**src/rtl/axi_burst_mem_slave_if.sv**
```systemverilog
// AXI4 read/write channel bundle between a burst master and axi_burst_mem_slave.
interface axi_burst_mem_slave_if #(
    parameter int DATA_WIDTH = 32,
    parameter int ADDR_WIDTH = 16
);
    logic [ADDR_WIDTH-1:0] AWADDR;
    logic [7:0]            AWLEN;
    logic [2:0]            AWSIZE;
    logic [1:0]            AWBURST;
    logic                  AWVALID;
    logic                  AWREADY;

    logic [DATA_WIDTH-1:0] WDATA;
    logic                  WLAST;
    logic                  WVALID;
    logic                  WREADY;

    logic [1:0]            BRESP;
    logic                  BVALID;
    logic                  BREADY;

    logic [ADDR_WIDTH-1:0] ARADDR;
    logic [7:0]            ARLEN;
    logic [2:0]            ARSIZE;
    logic [1:0]            ARBURST;
    logic                  ARVALID;
    logic                  ARREADY;

    logic [DATA_WIDTH-1:0] RDATA;
    logic [1:0]            RRESP;
    logic                  RLAST;
    logic                  RVALID;
    logic                  RREADY;

    modport slave (
        input  AWADDR, AWLEN, AWSIZE, AWBURST, AWVALID,
        output AWREADY,
        input  WDATA, WLAST, WVALID,
        output WREADY,
        output BRESP, BVALID,
        input  BREADY,
        input  ARADDR, ARLEN, ARSIZE, ARBURST, ARVALID,
        output ARREADY,
        output RDATA, RRESP, RLAST, RVALID,
        input  RREADY
    );

    modport master (
        output AWADDR, AWLEN, AWSIZE, AWBURST, AWVALID,
        input  AWREADY,
        output WDATA, WLAST, WVALID,
        input  WREADY,
        input  BRESP, BVALID,
        output BREADY,
        output ARADDR, ARLEN, ARSIZE, ARBURST, ARVALID,
        input  ARREADY,
        input  RDATA, RRESP, RLAST, RVALID,
        output RREADY
    );
endinterface

```
**src/rtl/axi_burst_mem_slave.sv**
```systemverilog
// AXI4 burst slave (FIXED/INCR/WRAP) in front of a single-port synchronous memory,
// with round-robin arbitration between the read and write address channels.
//
// state      | meaning
// -----------+------------------------------------------------------------
// ST_IDLE    | pick a winning address channel, pulse its READY, capture it
// ST_WR_DATA | accept W beats, write each one straight through to memory
// ST_WR_RESP | hold B response until BREADY
// ST_RD_MEM  | issue one memory read for the current beat
// ST_RD_DATA | register mem_rdata, hold R beat until RREADY
module axi_burst_mem_slave #(
    parameter int DATA_WIDTH = 32,
    parameter int ADDR_WIDTH = 16,
    parameter int DEPTH      = 1024
) (
    input  logic                     ACLK,
    input  logic                     ARESETn,
    axi_burst_mem_slave_if.slave     bus,
    output logic                     mem_en,
    output logic                     mem_we,
    output logic [$clog2(DEPTH)-1:0] mem_addr,
    output logic [DATA_WIDTH-1:0]    mem_wdata,
    input  logic [DATA_WIDTH-1:0]    mem_rdata
);

    localparam int NB     = DATA_WIDTH / 8;
    localparam int WS     = $clog2(NB);
    localparam int MEM_AW = $clog2(DEPTH);
    localparam logic [ADDR_WIDTH-1:0] DEPTH_W = ADDR_WIDTH'(DEPTH);

    localparam logic [2:0] ST_IDLE    = 3'd0;
    localparam logic [2:0] ST_WR_DATA = 3'd1;
    localparam logic [2:0] ST_WR_RESP = 3'd2;
    localparam logic [2:0] ST_RD_MEM  = 3'd3;
    localparam logic [2:0] ST_RD_DATA = 3'd4;

    logic [2:0]            state;
    logic                  wr_pri;
    logic                  awready_q;
    logic                  arready_q;
    logic [ADDR_WIDTH-1:0] addr_q;
    logic [7:0]            len_q;
    logic [2:0]            size_q;
    logic [1:0]            burst_q;
    logic                  burst_err_q;
    logic [8:0]            beat_q;
    logic                  wr_err_q;
    logic [DATA_WIDTH-1:0] rdata_q;
    logic [1:0]            rresp_q;
    logic                  rlast_q;
    logic                  rvalid_q;
    logic                  bvalid_q;
    logic [1:0]            bresp_q;

    logic [ADDR_WIDTH-1:0] sel_addr;
    logic [7:0]            sel_len;
    logic [2:0]            sel_size;
    logic [1:0]            sel_burst;
    logic [ADDR_WIDTH-1:0] sel_align_mask;
    logic                  cap_err;

    logic [ADDR_WIDTH-1:0] step;
    logic [ADDR_WIDTH-1:0] incr_addr;
    logic [ADDR_WIDTH-1:0] wrap_mask;
    logic [ADDR_WIDTH-1:0] next_addr;
    logic [ADDR_WIDTH-1:0] word_idx;
    logic                  oor;
    logic                  beat_last;
    logic                  beat_err;
    logic                  w_hs;
    logic                  wlast_bad;

    // The pending READY pulse tells which channel is being captured this cycle.
    assign sel_addr       = awready_q ? bus.AWADDR  : bus.ARADDR;
    assign sel_len        = awready_q ? bus.AWLEN   : bus.ARLEN;
    assign sel_size       = awready_q ? bus.AWSIZE  : bus.ARSIZE;
    assign sel_burst      = awready_q ? bus.AWBURST : bus.ARBURST;
    assign sel_align_mask = (ADDR_WIDTH'(1) << sel_size) - ADDR_WIDTH'(1);

    always_comb begin
        cap_err = 1'b0;
        if (sel_size > 3'(WS))
            cap_err = 1'b1;
        if (sel_burst == 2'b11)
            cap_err = 1'b1;
        if (sel_burst == 2'b10) begin
            if (!(sel_len == 8'd1 || sel_len == 8'd3 || sel_len == 8'd7 || sel_len == 8'd15))
                cap_err = 1'b1;
            if ((sel_addr & sel_align_mask) != '0)
                cap_err = 1'b1;
        end
    end

    assign step      = ADDR_WIDTH'(1) << size_q;
    assign incr_addr = addr_q + step;
    assign wrap_mask = ((ADDR_WIDTH'(len_q) + ADDR_WIDTH'(1)) << size_q) - ADDR_WIDTH'(1);

    always_comb begin
        case (burst_q)
            2'b00:   next_addr = addr_q;
            2'b10:   next_addr = (addr_q & ~wrap_mask) | (incr_addr & wrap_mask);
            default: next_addr = incr_addr;
        endcase
    end

    assign word_idx  = addr_q >> WS;
    assign oor       = word_idx >= DEPTH_W;
    assign beat_last = (beat_q == {1'b0, len_q});
    assign beat_err  = burst_err_q | oor;
    assign w_hs      = (state == ST_WR_DATA) && bus.WVALID;
    assign wlast_bad = bus.WLAST != beat_last;

    assign bus.AWREADY = awready_q;
    assign bus.ARREADY = arready_q;
    assign bus.WREADY  = (state == ST_WR_DATA);
    assign bus.BVALID  = bvalid_q;
    assign bus.BRESP   = bresp_q;
    assign bus.RDATA   = rdata_q;
    assign bus.RRESP   = rresp_q;
    assign bus.RLAST   = rlast_q;
    assign bus.RVALID  = rvalid_q;

    // Writes go to memory in the same cycle as the W handshake.
    always_comb begin
        mem_en    = 1'b0;
        mem_we    = 1'b0;
        mem_addr  = '0;
        mem_wdata = '0;
        if (w_hs && !beat_err) begin
            mem_en    = 1'b1;
            mem_we    = 1'b1;
            mem_addr  = word_idx[MEM_AW-1:0];
            mem_wdata = bus.WDATA;
        end else if (state == ST_RD_MEM && !beat_err) begin
            mem_en   = 1'b1;
            mem_addr = word_idx[MEM_AW-1:0];
        end
    end

    always_ff @(posedge ACLK or negedge ARESETn) begin
        if (!ARESETn) begin
            state       <= ST_IDLE;
            wr_pri      <= 1'b1;
            awready_q   <= 1'b0;
            arready_q   <= 1'b0;
            addr_q      <= '0;
            len_q       <= '0;
            size_q      <= '0;
            burst_q     <= '0;
            burst_err_q <= 1'b0;
            beat_q      <= '0;
            wr_err_q    <= 1'b0;
            rdata_q     <= '0;
            rresp_q     <= '0;
            rlast_q     <= 1'b0;
            rvalid_q    <= 1'b0;
            bvalid_q    <= 1'b0;
            bresp_q     <= '0;
        end else begin
            case (state)
                ST_IDLE: begin
                    if (awready_q || arready_q) begin
                        awready_q <= 1'b0;
                        arready_q <= 1'b0;
                        if ((awready_q && bus.AWVALID) || (arready_q && bus.ARVALID)) begin
                            addr_q      <= sel_addr;
                            len_q       <= sel_len;
                            size_q      <= sel_size;
                            burst_q     <= sel_burst;
                            burst_err_q <= cap_err;
                            beat_q      <= '0;
                            wr_err_q    <= 1'b0;
                            state       <= awready_q ? ST_WR_DATA : ST_RD_MEM;
                        end
                    end else if (bus.AWVALID && bus.ARVALID) begin
                        if (wr_pri)
                            awready_q <= 1'b1;
                        else
                            arready_q <= 1'b1;
                        wr_pri <= !wr_pri;
                    end else if (bus.AWVALID) begin
                        awready_q <= 1'b1;
                    end else if (bus.ARVALID) begin
                        arready_q <= 1'b1;
                    end
                end

                ST_WR_DATA: begin
                    if (bus.WVALID) begin
                        beat_q <= beat_q + 9'd1;
                        addr_q <= next_addr;
                        if (wlast_bad || oor)
                            wr_err_q <= 1'b1;
                        // Burst length is governed by AWLEN, not by WLAST.
                        if (beat_last) begin
                            state    <= ST_WR_RESP;
                            bvalid_q <= 1'b1;
                            bresp_q  <= (wr_err_q || burst_err_q || oor || wlast_bad) ? 2'b10 : 2'b00;
                        end
                    end
                end

                ST_WR_RESP: begin
                    if (bus.BREADY) begin
                        bvalid_q <= 1'b0;
                        bresp_q  <= 2'b00;
                        state    <= ST_IDLE;
                    end
                end

                ST_RD_MEM: begin
                    state <= ST_RD_DATA;
                end

                ST_RD_DATA: begin
                    if (!rvalid_q) begin
                        rvalid_q <= 1'b1;
                        rdata_q  <= beat_err ? '0 : mem_rdata;
                        rresp_q  <= beat_err ? 2'b10 : 2'b00;
                        rlast_q  <= beat_last;
                    end else if (bus.RREADY) begin
                        rvalid_q <= 1'b0;
                        rdata_q  <= '0;
                        rresp_q  <= 2'b00;
                        rlast_q  <= 1'b0;
                        if (rlast_q) begin
                            state <= ST_IDLE;
                        end else begin
                            beat_q <= beat_q + 9'd1;
                            addr_q <= next_addr;
                            state  <= ST_RD_MEM;
                        end
                    end
                end

                default: state <= ST_IDLE;
            endcase
        end
    end

endmodule

```
**src/flat_wrapper.sv**
```systemverilog
// flat-port wrapper written by rule: the top's interface ports become plain ports
module axi_burst_mem_slave_flat 
#(
    parameter int DATA_WIDTH = 32,
    parameter int ADDR_WIDTH = 16,
    parameter int DEPTH      = 1024
)
  (ACLK, ARESETn, mem_en, mem_we, mem_addr, mem_wdata, mem_rdata, bus_AWADDR, bus_AWLEN, bus_AWSIZE, bus_AWBURST, bus_AWVALID, bus_AWREADY, bus_WDATA, bus_WLAST, bus_WVALID, bus_WREADY, bus_BRESP, bus_BVALID, bus_BREADY, bus_ARADDR, bus_ARLEN, bus_ARSIZE, bus_ARBURST, bus_ARVALID, bus_ARREADY, bus_RDATA, bus_RRESP, bus_RLAST, bus_RVALID, bus_RREADY);
  axi_burst_mem_slave_if #(.DATA_WIDTH(DATA_WIDTH), .ADDR_WIDTH(ADDR_WIDTH)) bus_i ();
  input  logic ACLK;
  input  logic ARESETn;
  output logic mem_en;
  output logic mem_we;
  output logic [$clog2(DEPTH)-1:0] mem_addr;
  output logic [DATA_WIDTH-1:0] mem_wdata;
  input  logic [DATA_WIDTH-1:0] mem_rdata;
  input wire logic [$bits(bus_i.AWADDR)-1:0] bus_AWADDR;
  input wire logic [$bits(bus_i.AWLEN)-1:0] bus_AWLEN;
  input wire logic [$bits(bus_i.AWSIZE)-1:0] bus_AWSIZE;
  input wire logic [$bits(bus_i.AWBURST)-1:0] bus_AWBURST;
  input wire logic [$bits(bus_i.AWVALID)-1:0] bus_AWVALID;
  output wire logic [$bits(bus_i.AWREADY)-1:0] bus_AWREADY;
  input wire logic [$bits(bus_i.WDATA)-1:0] bus_WDATA;
  input wire logic [$bits(bus_i.WLAST)-1:0] bus_WLAST;
  input wire logic [$bits(bus_i.WVALID)-1:0] bus_WVALID;
  output wire logic [$bits(bus_i.WREADY)-1:0] bus_WREADY;
  output wire logic [$bits(bus_i.BRESP)-1:0] bus_BRESP;
  output wire logic [$bits(bus_i.BVALID)-1:0] bus_BVALID;
  input wire logic [$bits(bus_i.BREADY)-1:0] bus_BREADY;
  input wire logic [$bits(bus_i.ARADDR)-1:0] bus_ARADDR;
  input wire logic [$bits(bus_i.ARLEN)-1:0] bus_ARLEN;
  input wire logic [$bits(bus_i.ARSIZE)-1:0] bus_ARSIZE;
  input wire logic [$bits(bus_i.ARBURST)-1:0] bus_ARBURST;
  input wire logic [$bits(bus_i.ARVALID)-1:0] bus_ARVALID;
  output wire logic [$bits(bus_i.ARREADY)-1:0] bus_ARREADY;
  output wire logic [$bits(bus_i.RDATA)-1:0] bus_RDATA;
  output wire logic [$bits(bus_i.RRESP)-1:0] bus_RRESP;
  output wire logic [$bits(bus_i.RLAST)-1:0] bus_RLAST;
  output wire logic [$bits(bus_i.RVALID)-1:0] bus_RVALID;
  input wire logic [$bits(bus_i.RREADY)-1:0] bus_RREADY;
  assign bus_i.AWADDR = bus_AWADDR;
  assign bus_i.AWLEN = bus_AWLEN;
  assign bus_i.AWSIZE = bus_AWSIZE;
  assign bus_i.AWBURST = bus_AWBURST;
  assign bus_i.AWVALID = bus_AWVALID;
  assign bus_AWREADY = bus_i.AWREADY;
  assign bus_i.WDATA = bus_WDATA;
  assign bus_i.WLAST = bus_WLAST;
  assign bus_i.WVALID = bus_WVALID;
  assign bus_WREADY = bus_i.WREADY;
  assign bus_BRESP = bus_i.BRESP;
  assign bus_BVALID = bus_i.BVALID;
  assign bus_i.BREADY = bus_BREADY;
  assign bus_i.ARADDR = bus_ARADDR;
  assign bus_i.ARLEN = bus_ARLEN;
  assign bus_i.ARSIZE = bus_ARSIZE;
  assign bus_i.ARBURST = bus_ARBURST;
  assign bus_i.ARVALID = bus_ARVALID;
  assign bus_ARREADY = bus_i.ARREADY;
  assign bus_RDATA = bus_i.RDATA;
  assign bus_RRESP = bus_i.RRESP;
  assign bus_RLAST = bus_i.RLAST;
  assign bus_RVALID = bus_i.RVALID;
  assign bus_i.RREADY = bus_RREADY;
  axi_burst_mem_slave #(.DATA_WIDTH(DATA_WIDTH), .ADDR_WIDTH(ADDR_WIDTH), .DEPTH(DEPTH)) u_core (.ACLK(ACLK), .ARESETn(ARESETn), .bus(bus_i), .mem_en(mem_en), .mem_we(mem_we), .mem_addr(mem_addr), .mem_wdata(mem_wdata), .mem_rdata(mem_rdata));
endmodule
```
**config.mk**
```make
export PLATFORM = sky130hd
export DESIGN_NAME = axi_burst_mem_slave_flat
export DESIGN_NICKNAME = d
export VERILOG_FILES = /design/src/rtl/axi_burst_mem_slave_if.sv /design/src/rtl/axi_burst_mem_slave.sv /design/src/flat_wrapper.sv
export SDC_FILE = /design/constraint.sdc
export NUM_CORES = 1
export LEC_CHECK = 0
export CAP_MARGIN = 25
export CORE_UTILIZATION = 50
export CTS_CLUSTER_SIZE = 30
export DETAILED_ROUTE_END_ITERATION = 10
export PLACE_DENSITY = 0.88
export REMOVE_ABC_BUFFERS = 1
export SYNTH_ARGS = -nofsm -noshare
export SYNTH_HDL_FRONTEND = slang
export SYNTH_SLANG_ARGS = --single-unit
```
**constraint.sdc**
```tcl
create_clock -name ACLK -period 7.9 [get_ports ACLK]
set_clock_uncertainty 0.1 [all_clocks]
set_input_delay 1.185 -clock ACLK [delete_from_list [all_inputs] [get_ports ACLK]]
set_output_delay 1.185 -clock ACLK [all_outputs]
set_load 0.01 [all_outputs]
```
==> run metrics <==
status finished clean; CTS Buf Count 9; CTS max path bufs 2; Synth cell types 78; fill cell count 923; core area 12000 um^2; Period minus WS final 4.43 ns; Final ANT Viol Nets 0; RD Place Congestion 0.915; yosys warns 0; Buffers on Ports 213; Routed WL 17900 um; GRT met3 Usage 5.13%; post-CTS sizing 0; clk_lat worst skew 0.35 ns; critical path peak fanout 11; CP arrival 3.14 ns; grt met1 use 38.1%; Reg clk slew, reported paths 0.06 ns; number of max-cap violations 0; number of global-route vias before repair 5965; fin. max-slew vios 0; initial core utilization 51.1%; endpoint type of the worst setup path output port; Ant. Diodes 0; Slew headroom 37.1%; pin count of the biggest net entering global routing 58; mapped cell area 6110 um^2; fmax 226 MHz; CTS tree yes; Required @ worst endpoint 6.61 ns; DRT iter0 DRCs 407; GRT Max-Usage Layer met2; Final TNS setup 0 ns; Top-Level Pins 216; Area Growth Syn to Fin 40.5%; Total GRT Usage 28.9%; die width 113 um; final non-filler cell total 1059; FFs w/ async S/R, synth 100%; Pleak 3.44 nW; placed insts 1043; # Post-CTS Setup Buffers 0; DR vias 6249; most frequent cells in the layout 212 x clkdlybuf4s50_1, 81 x dfrtp_1, 64 x nor2_1; die area 12700 um^2; Synth Flop Type dfrtp_1; Startpoint Class input port; Clock Sinks 83; sequential standard cell area 2080 um^2; Worst VDD drop 0.000147 V; commonest non-fill, non-tap cell in the layout clkdlybuf4s50_1; grt met2 use 48.4%; drt via density 5.90; RSZ-0062 raised after global routing no; DRC Markers 0; final global-route overflow total 0; root buffer cell clkbuf_16; #FFs+latches synth 83; Multi-input gate area 3750 um^2; post-synthesis sequential area ratio 34.0%; critical path type in -> out; setup slack, reg-to-reg 3.91 ns; cells after synthesis 724; Detail Placement HPWL 13400 um; drt wl/cell 16.9 um; pwr/cell area 331 nW/um^2; HP Class reg -> reg; Die H 113 um; row count 40; Post-CTS Hold Buffers 0; r2r startpoint u_core.size_q[2]$_DFFE_PN0P_; Fin. Hold Viols 0; Nets 1050; # setup viols final 0; Worst Max-Slew Pin Slew 0.936 ns; Avg Cell Area, Syn 8.44 um^2; Setup crit end mem_addr[6]; Post-synth EDFFs 0; share of cells above drive strength 1 5.92%; H-tree lvl count 3; R2R cell count 12; DRT Pass-1 Iters 5; global-route wire length before repair 29500 um; crit path from bus_WVALID; initial antenna violation count 0; final worst path period share 56.1%
worst min-delay path by stage:
stage,from,end,slack (ns),cells past startpoint
after floorplan,u_core.wr_err_q$_DFFE_PN0P_,u_core.wr_err_q$_DFFE_PN0P_,0.36,2
after global placement,u_core.bus.BVALID$_DFFE_PN0P_,u_core.bus.BVALID$_DFFE_PN0P_,0.37,2
after detailed placement,u_core.bus.BVALID$_DFFE_PN0P_,u_core.bus.BVALID$_DFFE_PN0P_,0.38,2
after CTS,u_core.bus.BVALID$_DFFE_PN0P_,u_core.bus.BVALID$_DFFE_PN0P_,0.39,2
after global routing,u_core.bus.RRESP[1]$_DFFE_PN0P_,u_core.bus.RRESP[1]$_DFFE_PN0P_,0.42,1
final,u_core.bus.BVALID$_DFFE_PN0P_,u_core.bus.BVALID$_DFFE_PN0P_,0.39,2
cells by family (layout without fill, tap and decap cells):
family / count (synthesis) / in the layout / synth area share, %
multiplexers: 29 / 29 / 5.08
other: 1 / 2 / 0.0614
flip-flops: 83 / 83 / 34.0
adder cells (fa/ha/maj): 13 / 13 / 2.79
AND/OR/NAND/NOR: 279 / 279 / 24.1
buffers and inverters: 69 / 256 / 4.85
AO/OA/AOI/OAI: 220 / 220 / 24.8
XOR/XNOR: 30 / 30 / 4.30
power breakdown:
part	leakage, nW	internal, W	switching [W]
clock network	0.140	0.000221	0.000197
registers	1.06	0.000537	0.000206
logic	2.25	0.000707	0.000976
synthesized netlist by cell type (all sizes together), types with 7 or more instances:
cell / instances / area (um^2)
mux2i: 22 / 220
xnor2: 18 / 158
nand4: 12 / 90.1
nand2: 56 / 213
nor3: 20 / 105
dfrtp: 82 / 2050
inv: 15 / 56.3
buf: 21 / 116
o21ai: 38 / 194
xor2: 12 / 105
nor4: 10 / 68.8
nand2b: 9 / 56.3
or3: 7 / 43.8
clkbuf: 33 / 124
nor2: 65 / 244
and2: 47 / 294
o211ai: 11 / 82.6
a211oi: 9 / 67.6
a31oi: 11 / 68.8
a22o: 35 / 307
o21a: 9 / 67.6
a21oi: 54 / 274
ha: 12 / 150
nand3: 17 / 85.1
nor2b: 12 / 75.1
metal layers:
| metal | wire [um] | vias up |
|---|---|---|
| li1 | - | 3027 |
| met1 | 7840 | 2970 |
| met2 | 8720 | 227 |
| met3 | 1040 | 25 |
| met4 | 324 | 0 |
| met5 | 0 | - |
cell type report:
type / instances / area share, %
multi-input combinational: 573 / 43.7
timing repair buffer: 225 / 25.9
clock buffer: 9 / 2.62
clock inverter: 7 / 0.787
tap: 147 / 2.14
inverter: 15 / 0.656
sequential: 83 / 24.2
worst max-delay path, cell delays in order:
cell             delay (ns)
clkdlybuf4s50_1        0.54
nor2_1                 0.06
nor4b_1                0.42
buf_4                  0.25
and2_1                 0.14
clkdlybuf4s50_1        0.54
through the flow:
stage / hold slack (ns) / total power, W / cell area [um^2] / setup WS [ns] / util [%]
4_1_cts: 0.393 / 0.00282 / 8580 / 3.49 / 71.7
3_3_place_gp: 0.373 / 0.00235 / 8280 / 3.08 / 69.2
6_report: 0.393 / 0.00284 / 8580 / 3.47 / 71.7
3_5_place_dp: 0.379 / 0.00240 / 8290 / 3.50 / 69.3
5_1_grt: 0.425 / 0.00308 / 8580 / 3.40 / 71.7
2_1_floorplan: 0.364 / 0.00192 / 5870 / 4.21 / -
Note: power is estimated with default switching activity, not from simulation.
